$ cat config.mk
export PLATFORM = sky130hd
export DESIGN_NAME = vinstru_capture
export DESIGN_NICKNAME = d
export VERILOG_FILES = /design/src/rtl/vinstru_capture_pkg.sv /design/src/rtl/vinstru_capture_trig.sv /design/src/rtl/vinstru_capture.sv
export SDC_FILE = /design/constraint.sdc
export NUM_CORES = 1
export LEC_CHECK = 0
export BUFFER_PORTS_ARGS = -buffer_cell sky130_fd_sc_hd__buf_2
export CAP_MARGIN = 20
export CORE_MARGIN = 8
export CORE_UTILIZATION = 45
export CTS_CLUSTER_DIAMETER = 150
export CTS_CLUSTER_SIZE = 10
export DETAILED_ROUTE_END_ITERATION = 6
export PLACE_DENSITY = 0.7
export SLEW_MARGIN = 15
export SYNTH_ARGS = -nofsm -noshare
export SYNTH_HDL_FRONTEND = slang
export SYNTH_SLANG_ARGS = --single-unit
$ cat constraint.sdc
create_clock -name axi_aclk -period 3.8 [get_ports axi_aclk]
set_input_delay 0.76 -clock axi_aclk [delete_from_list [all_inputs] [get_ports axi_aclk]]
set_output_delay 0.76 -clock axi_aclk [all_outputs]
set_load 0.005 [all_outputs]
$ cat src/rtl/vinstru_capture_pkg.sv
// ============================================================================
// vinstru_capture_pkg : shared types and constants for the capture stage
// Rev 1.0
// ============================================================================
`default_nettype none

package vinstru_capture_pkg;

   localparam int SAMPLE_W = 16;

   localparam logic [1:0] TRIG_IMM  = 2'd0;
   localparam logic [1:0] TRIG_RISE = 2'd1;
   localparam logic [1:0] TRIG_FALL = 2'd2;

   typedef enum logic [1:0] {
      ST_IDLE    = 2'd0,
      ST_ARMED   = 2'd1,
      ST_CAPTURE = 2'd2,
      ST_DONE    = 2'd3
   } cap_state_e;

   // Widened by one bit so the clamp limit itself always fits.
   function automatic logic [SAMPLE_W:0] clamp_samples(input logic [SAMPLE_W-1:0] n,
                                                       input int unsigned max_n);
      if (32'(n) > max_n) begin
         return (SAMPLE_W+1)'(max_n);
      end
      return {1'b0, n};
   endfunction

endpackage

`default_nettype wire

$ cat src/rtl/vinstru_capture_trig.sv
// ============================================================================
// vinstru_capture_trig : previous-sample tracking and signed threshold trigger
// Rev 1.0
// ============================================================================
`default_nettype none

module vinstru_capture_trig
   import vinstru_capture_pkg::*;
(
   input  logic                clk,
   input  logic                resetn,
   input  logic                clr,
   input  logic                valid,
   input  logic [SAMPLE_W-1:0] data,
   input  logic [1:0]          mode,
   input  logic [SAMPLE_W-1:0] level,
   output logic                trig
);

   logic signed [SAMPLE_W-1:0] prev_q;
   logic                       prev_valid_q;
   logic signed [SAMPLE_W-1:0] w_data_s;
   logic signed [SAMPLE_W-1:0] w_level_s;
   logic                       w_rise;
   logic                       w_fall;

   always_ff @(posedge clk) begin
      if (!resetn) begin
         prev_q       <= '0;
         prev_valid_q <= 1'b0;
      end else if (clr) begin
         prev_q       <= '0;
         prev_valid_q <= 1'b0;
      end else if (valid) begin
         prev_q       <= $signed(data);
         prev_valid_q <= 1'b1;
      end
   end

   assign w_data_s  = $signed(data);
   assign w_level_s = $signed(level);

   // A crossing needs a prior sample, so the first one after arming never fires.
   assign w_rise = prev_valid_q && (prev_q < w_level_s) && (w_data_s >= w_level_s);
   assign w_fall = prev_valid_q && (prev_q > w_level_s) && (w_data_s <= w_level_s);

   always_comb begin
      trig = 1'b0;
      if (valid) begin
         case (mode)
            TRIG_RISE: trig = w_rise;
            TRIG_FALL: trig = w_fall;
            default:   trig = 1'b1;
         endcase
      end
   end

endmodule

`default_nettype wire

$ cat src/rtl/vinstru_capture.sv
// ============================================================================
// vinstru_capture : triggered 16-bit sample capture, two samples per BRAM word
// Optional trigger timestamp: define VINSTRU_CAPTURE_TIMESTAMP_EN
// Rev 1.0
// ============================================================================
`default_nettype none

module vinstru_capture
   import vinstru_capture_pkg::*;
#(
   parameter int ADDR_W      = 14,
   parameter int MAX_SAMPLES = 2 * (2 ** (ADDR_W - 2))
) (
   input  logic                axi_aclk,
   input  logic                axi_aresetn,
   input  logic                s_valid,
   input  logic [SAMPLE_W-1:0] s_data,
   input  logic                arm,
   input  logic [1:0]          trig_mode,
   input  logic [SAMPLE_W-1:0] trig_level,
   input  logic [15:0]         nsamples,
   output logic                busy,
   output logic                done,
   output logic [15:0]         sample_count,
   output logic                bram_clk,
   output logic                bram_rst,
   output logic                bram_en,
   output logic [3:0]          bram_we,
   output logic [ADDR_W-1:0]   bram_addr,
   output logic [31:0]         bram_din,
   input  logic [31:0]         bram_dout
`ifdef VINSTRU_CAPTURE_TIMESTAMP_EN
   ,
   output logic [31:0]         trig_time
`endif
);

   localparam int CNT_W  = SAMPLE_W + 1;
   // One spare bit so the post-increment after the final word cannot alias 0.
   localparam int WIDX_W = ADDR_W - 1;

   cap_state_e            state_q;
   cap_state_e            state_d;
   logic [CNT_W-1:0]      n_q;
   logic [CNT_W-1:0]      cnt_q;
   logic [WIDX_W-1:0]     widx_q;
   logic [SAMPLE_W-1:0]   low_q;
   logic                  last_q;
   logic                  bram_en_q;
   logic [3:0]            bram_we_q;
   logic [ADDR_W-1:0]     bram_addr_q;
   logic [31:0]           bram_din_q;

   logic                  w_trig;
   logic                  w_trig_valid;
   logic                  w_clr;
   logic                  w_fire;
   logic                  w_store;
   logic                  w_is_last;
   logic                  w_unused;

   assign w_unused = ^bram_dout;

   assign w_trig_valid = s_valid && (state_q == ST_ARMED);
   assign w_clr        = (state_q == ST_IDLE) && arm;
   assign w_fire       = (state_q == ST_ARMED) && arm && w_trig;
   assign w_store      = (w_fire && (n_q != '0)) ||
                         ((state_q == ST_CAPTURE) && arm && !last_q && s_valid);
   assign w_is_last    = (cnt_q == (n_q - CNT_W'(1)));

   vinstru_capture_trig u_trig (
      .clk    (axi_aclk),
      .resetn (axi_aresetn),
      .clr    (w_clr),
      .valid  (w_trig_valid),
      .data   (s_data),
      .mode   (trig_mode),
      .level  (trig_level),
      .trig   (w_trig)
   );

   always_comb begin
      state_d = state_q;
      case (state_q)
         ST_IDLE: begin
            if (arm) state_d = ST_ARMED;
         end
         ST_ARMED: begin
            if (!arm)        state_d = ST_IDLE;
            else if (w_trig) state_d = (n_q == '0) ? ST_DONE : ST_CAPTURE;
         end
         ST_CAPTURE: begin
            // last_q marks the cycle spent issuing the final write.
            if (!arm)        state_d = ST_IDLE;
            else if (last_q) state_d = ST_DONE;
         end
         ST_DONE: begin
            if (!arm) state_d = ST_IDLE;
         end
         default: state_d = ST_IDLE;
      endcase
   end

   always_ff @(posedge axi_aclk) begin
      if (!axi_aresetn) begin
         state_q     <= ST_IDLE;
         n_q         <= '0;
         cnt_q       <= '0;
         widx_q      <= '0;
         low_q       <= '0;
         last_q      <= 1'b0;
         bram_en_q   <= 1'b0;
         bram_we_q   <= 4'h0;
         bram_addr_q <= '0;
         bram_din_q  <= '0;
      end else begin
         state_q   <= state_d;
         bram_en_q <= 1'b0;
         bram_we_q <= 4'h0;
         if (w_clr) begin
            n_q    <= clamp_samples(nsamples, 32'(MAX_SAMPLES));
            cnt_q  <= '0;
            widx_q <= '0;
            low_q  <= '0;
            last_q <= 1'b0;
         end else if (w_store) begin
            if (cnt_q != n_q) cnt_q <= cnt_q + CNT_W'(1);
            if (w_is_last) last_q <= 1'b1;
            if (!cnt_q[0]) begin
               low_q <= s_data;
               if (w_is_last) begin
                  bram_en_q   <= 1'b1;
                  bram_we_q   <= 4'h3;
                  bram_addr_q <= {widx_q[ADDR_W-3:0], 2'b00};
                  bram_din_q  <= {16'h0000, s_data};
                  widx_q      <= widx_q + WIDX_W'(1);
               end
            end else begin
               bram_en_q   <= 1'b1;
               bram_we_q   <= 4'hF;
               bram_addr_q <= {widx_q[ADDR_W-3:0], 2'b00};
               bram_din_q  <= {s_data, low_q};
               widx_q      <= widx_q + WIDX_W'(1);
            end
         end
      end
   end

`ifdef VINSTRU_CAPTURE_TIMESTAMP_EN
   logic [31:0] cyc_q;
   logic [31:0] trig_time_q;

   always_ff @(posedge axi_aclk) begin
      if (!axi_aresetn) begin
         cyc_q       <= '0;
         trig_time_q <= '0;
      end else begin
         cyc_q <= cyc_q + 32'd1;
         if (w_fire) trig_time_q <= cyc_q;
      end
   end

   assign trig_time = trig_time_q;
`endif

   assign busy         = (state_q == ST_ARMED) || (state_q == ST_CAPTURE);
   assign done         = (state_q == ST_DONE);
   assign sample_count = cnt_q[15:0];
   assign bram_clk     = axi_aclk;
   assign bram_rst     = ~axi_aresetn;
   assign bram_en      = bram_en_q;
   assign bram_we      = bram_we_q;
   assign bram_addr    = bram_addr_q;
   assign bram_din     = bram_din_q;

endmodule

`default_nettype wire

==> impl_results.md <==
* Fin crit share at 0.869
* Layout cell share with drive strength beyond 1 at 0.251
* Routed Antenna Nets at 0
* Setup Slack @ Placement at -32.7 ps
* Die Height at 143 um
* Total wire length at a little under 20,000 um
* Max stage delay on crit path at 580 ps
* Largest net degree at the start of global routing at 55
* WL/cell at approximately 17 um
* Synth Instances at 815
* I/O pins at roughly 160
* GR Overflow Total at 0
* Ant diodes at 0
* Gp weighted congestion at 0.864
* Crit Path Max Fanout at 6
* Cell with the most instances after synthesis: dfxtp_1
* Clock skew at 11.3 ps
* Vias per Instance at ~5.5
* Async SR Flop Fraction at 0
* Vias in the first global route at between 6,000 and 7,000
* CP endpoint kind: flip-flop
* Drt drc at 0
* Hold Crit Class: primary input to flip-flop
* # rows at between 40 and 50
* Setup WS post-layout at a little under 500 ps
* WP buf/inv at 3
* Ys flop type: dfxtp_1
* CTS tree: done
* Post-synth EDFFs at 0
* Post-DP HPWL at around 14,000 um
* Synth Area per Inst at ~9 um^2
* Type of origin of the critical path: primary input
* Starting Density at 0.457
* Status: completed
* Global Route Usage Sum at 0.196
* Layout net count at roughly 1,100
* Synth top area cells: dfxtp_1 (35%), mux2i_1 (8.9%), ha_1 (7.1%), nand2_1 (5.8%), a21oi_1 (3.9%)
* P&R area growth vs syn at 20.1%
* Commonest cells in the netlist: dfxtp_1 (127), nand2_1 (111), mux2i_1 (64)
* CP Data Required Time at about 4200 ps
* Final setup viols at 0
* Final slew viol count at 0
* Clock latency on the worst-skew pair at around 540 ps
* Dpl cell area at 7960 um^2
* DR vias at between 6,000 and 7,000
* DIE AREA at roughly 20,000 um^2
* Leakage power at between 3 and 4 nW
* Fmax at approximately 300 MHz
* Worst slew margin at 0.570
* Seq/Total Area, Yosys at 0.353
* Slowest cell on the critical path: a211oi_1
* Most used cell, CP: buf_4
* Leading area contributor after synthesis: dfxtp_1
* PnR Total Power at between 3 and 4 mW
* Worst path top cell family by delay: compound AO/OA/AOI/OAI gates
* Fin crit period at between 3000 and 4000 ps
* Worst slew pin tran at approximately 640 ps
* Final Instance Area at slightly below 9000 um^2
* Count of input and output buffers at 122
* Core area at approximately 16,000 um^2
* Area of the mapped netlist at 7210 um^2
* WS Path Type: primary input to flip-flop
* Top cell type's share of synthesized area at 0.353
* Hold-fix buffer count after cts at 0
* Crit path DAT at 3730 ps
* RSZ-0062 raised after global routing: false
* Max VDD drop at roughly 330 uV
* #FFs+latches synth at 127
* Setup Fix Bufs, Post-CTS at 0
* R2r setup slk at just over 600 ps
* Initial antenna violation count at 1
* First-pass GRT wire length at 31,300 um
* Post-synthesis cell type count at between 70 and 80
* Final Hold Fails at 0
* Iteration-0 DRC count of the detailed router at 418
* DR pass1 iterations at 5
* Resized Gates After CTS at 0
* YS warnings at 0
* CP cell instances: buf_2 > ha_1 > nand4_1 > o221ai_1 > o21ai_0 > a21oi_1 > a211oi_1 > o221a_1 > nor4b_4 > buf_4 > buf_4 > a41o_1
* Power Density at roughly 410 nW/um^2
* Die Width at approximately 140 um
* CTS clk-pin slew, worst paths at 50 ps
* # Max-Cap Violations at 0
-- cells by family after synthesis --
kind of cell             after synthesis  synth area share
other                                  1          0.000520
multiplexers                          64            0.0889
buffers and inverters                103            0.0748
flip-flops                           127             0.353
adder cells (fa/ha/maj)               41            0.0712
XOR/XNOR                              29            0.0352
AO/OA/AOI/OAI                        161             0.172
AND/OR/NAND/NOR                      289             0.205
-- registers in the layout, summed over array words and instances, names as in the netlist --
name,count
state_q,2
bram_en,1
bram_addr,12
bram_din,32
widx_q,12
bram_we,1
last_q,1
u_trig.prev_q,16
cnt_q,17
low_q,16
n_q,16
u_trig.prev_valid_q,1
-- worst register-to-register path, cell delays in order, from the launching register on --
cell and delay [ps]:
dfxtp_1 380, inv_1 100, ha_1 210, nor4b_1 310
nand4_1 270, xnor2_1 220, a2111oi_2 390, a31o_1 220
o211a_4 210, and2_2 190, buf_4 160, nand2_8 180
mux2i_1 230
-- placed cells by master, fill, tap and decap left out, types with 10 or more instances in the layout --
cell type  count
a21oi_2       10
a21oi_1       56
o21ai_0       10
nand2_1      109
xor2_1        14
nand4_1       10
xnor2_1       15
nor4_1        10
a311oi_2      10
nor3_1        11
ha_1          41
nor2_1        53
mux2i_1       64
and3_1        15
buf_4         31
inv_1         34
dfxtp_1      126
buf_2        122
clkbuf_16     20
nand3_1       36
-- layout make-up --
type                            instances  area, um^2
Fill cell                            1503        7110
Tap cell                              216         270
Clock inverter                         11         154
Clock buffer                           25         551
Inverter                               34         128
Sequential cell                       127        2540
Timing Repair Buffer                  154         878
Multi-Input combinational cell        586        4140
-- stage by stage --
step                      utilization  cells  setup TNS [ps]  hold slack, ps
after floorplan                     -    816               0             436
after global placement          0.505   1118               0             441
after detailed placement        0.505   1118           -55.6             449
after CTS                       0.549   1153               0             443
after global routing            0.549   1153               0             449
final                           0.549   1153               0             453
-- routing by layer --
| metal | vias up | routed length (um) | track usage |
|---|---|---|---|
| li1 | 3120 | - | - |
| met1 | 2983 | 8160 | 0.222 |
| met2 | 177 | 9390 | 0.329 |
| met3 | 32 | 1230 | 0.0684 |
| met4 | 2 | 437 | 0.0800 |
| met5 | - | 13 | 0 |
-- worst paths after layout --
path | start | endpoint | depth (start not counted)
max | s_data[7] | cnt_q[12]$_SDFFE_PP0P_ | 12
min | nsamples[11] | n_q[11]$_SDFFE_PN0P_ | 3
max reg2reg | n_q[0]$_SDFFE_PN0P_ | bram_addr[11]$_SDFFE_PN0P_ | 12
min reg2reg | bram_addr[9]$_SDFFE_PN0P_ | bram_addr[9]$_SDFFE_PN0P_ | 2
-- where the power goes --
part | switching, mW | internal, mW | leakage, nW
sequential | 0.0122 | 1.34 | 1.02
clock | 0.642 | 1.23 | 0.341
combinational | 0.223 | 0.125 | 2.61
Power figures use the tool's default switching activity.
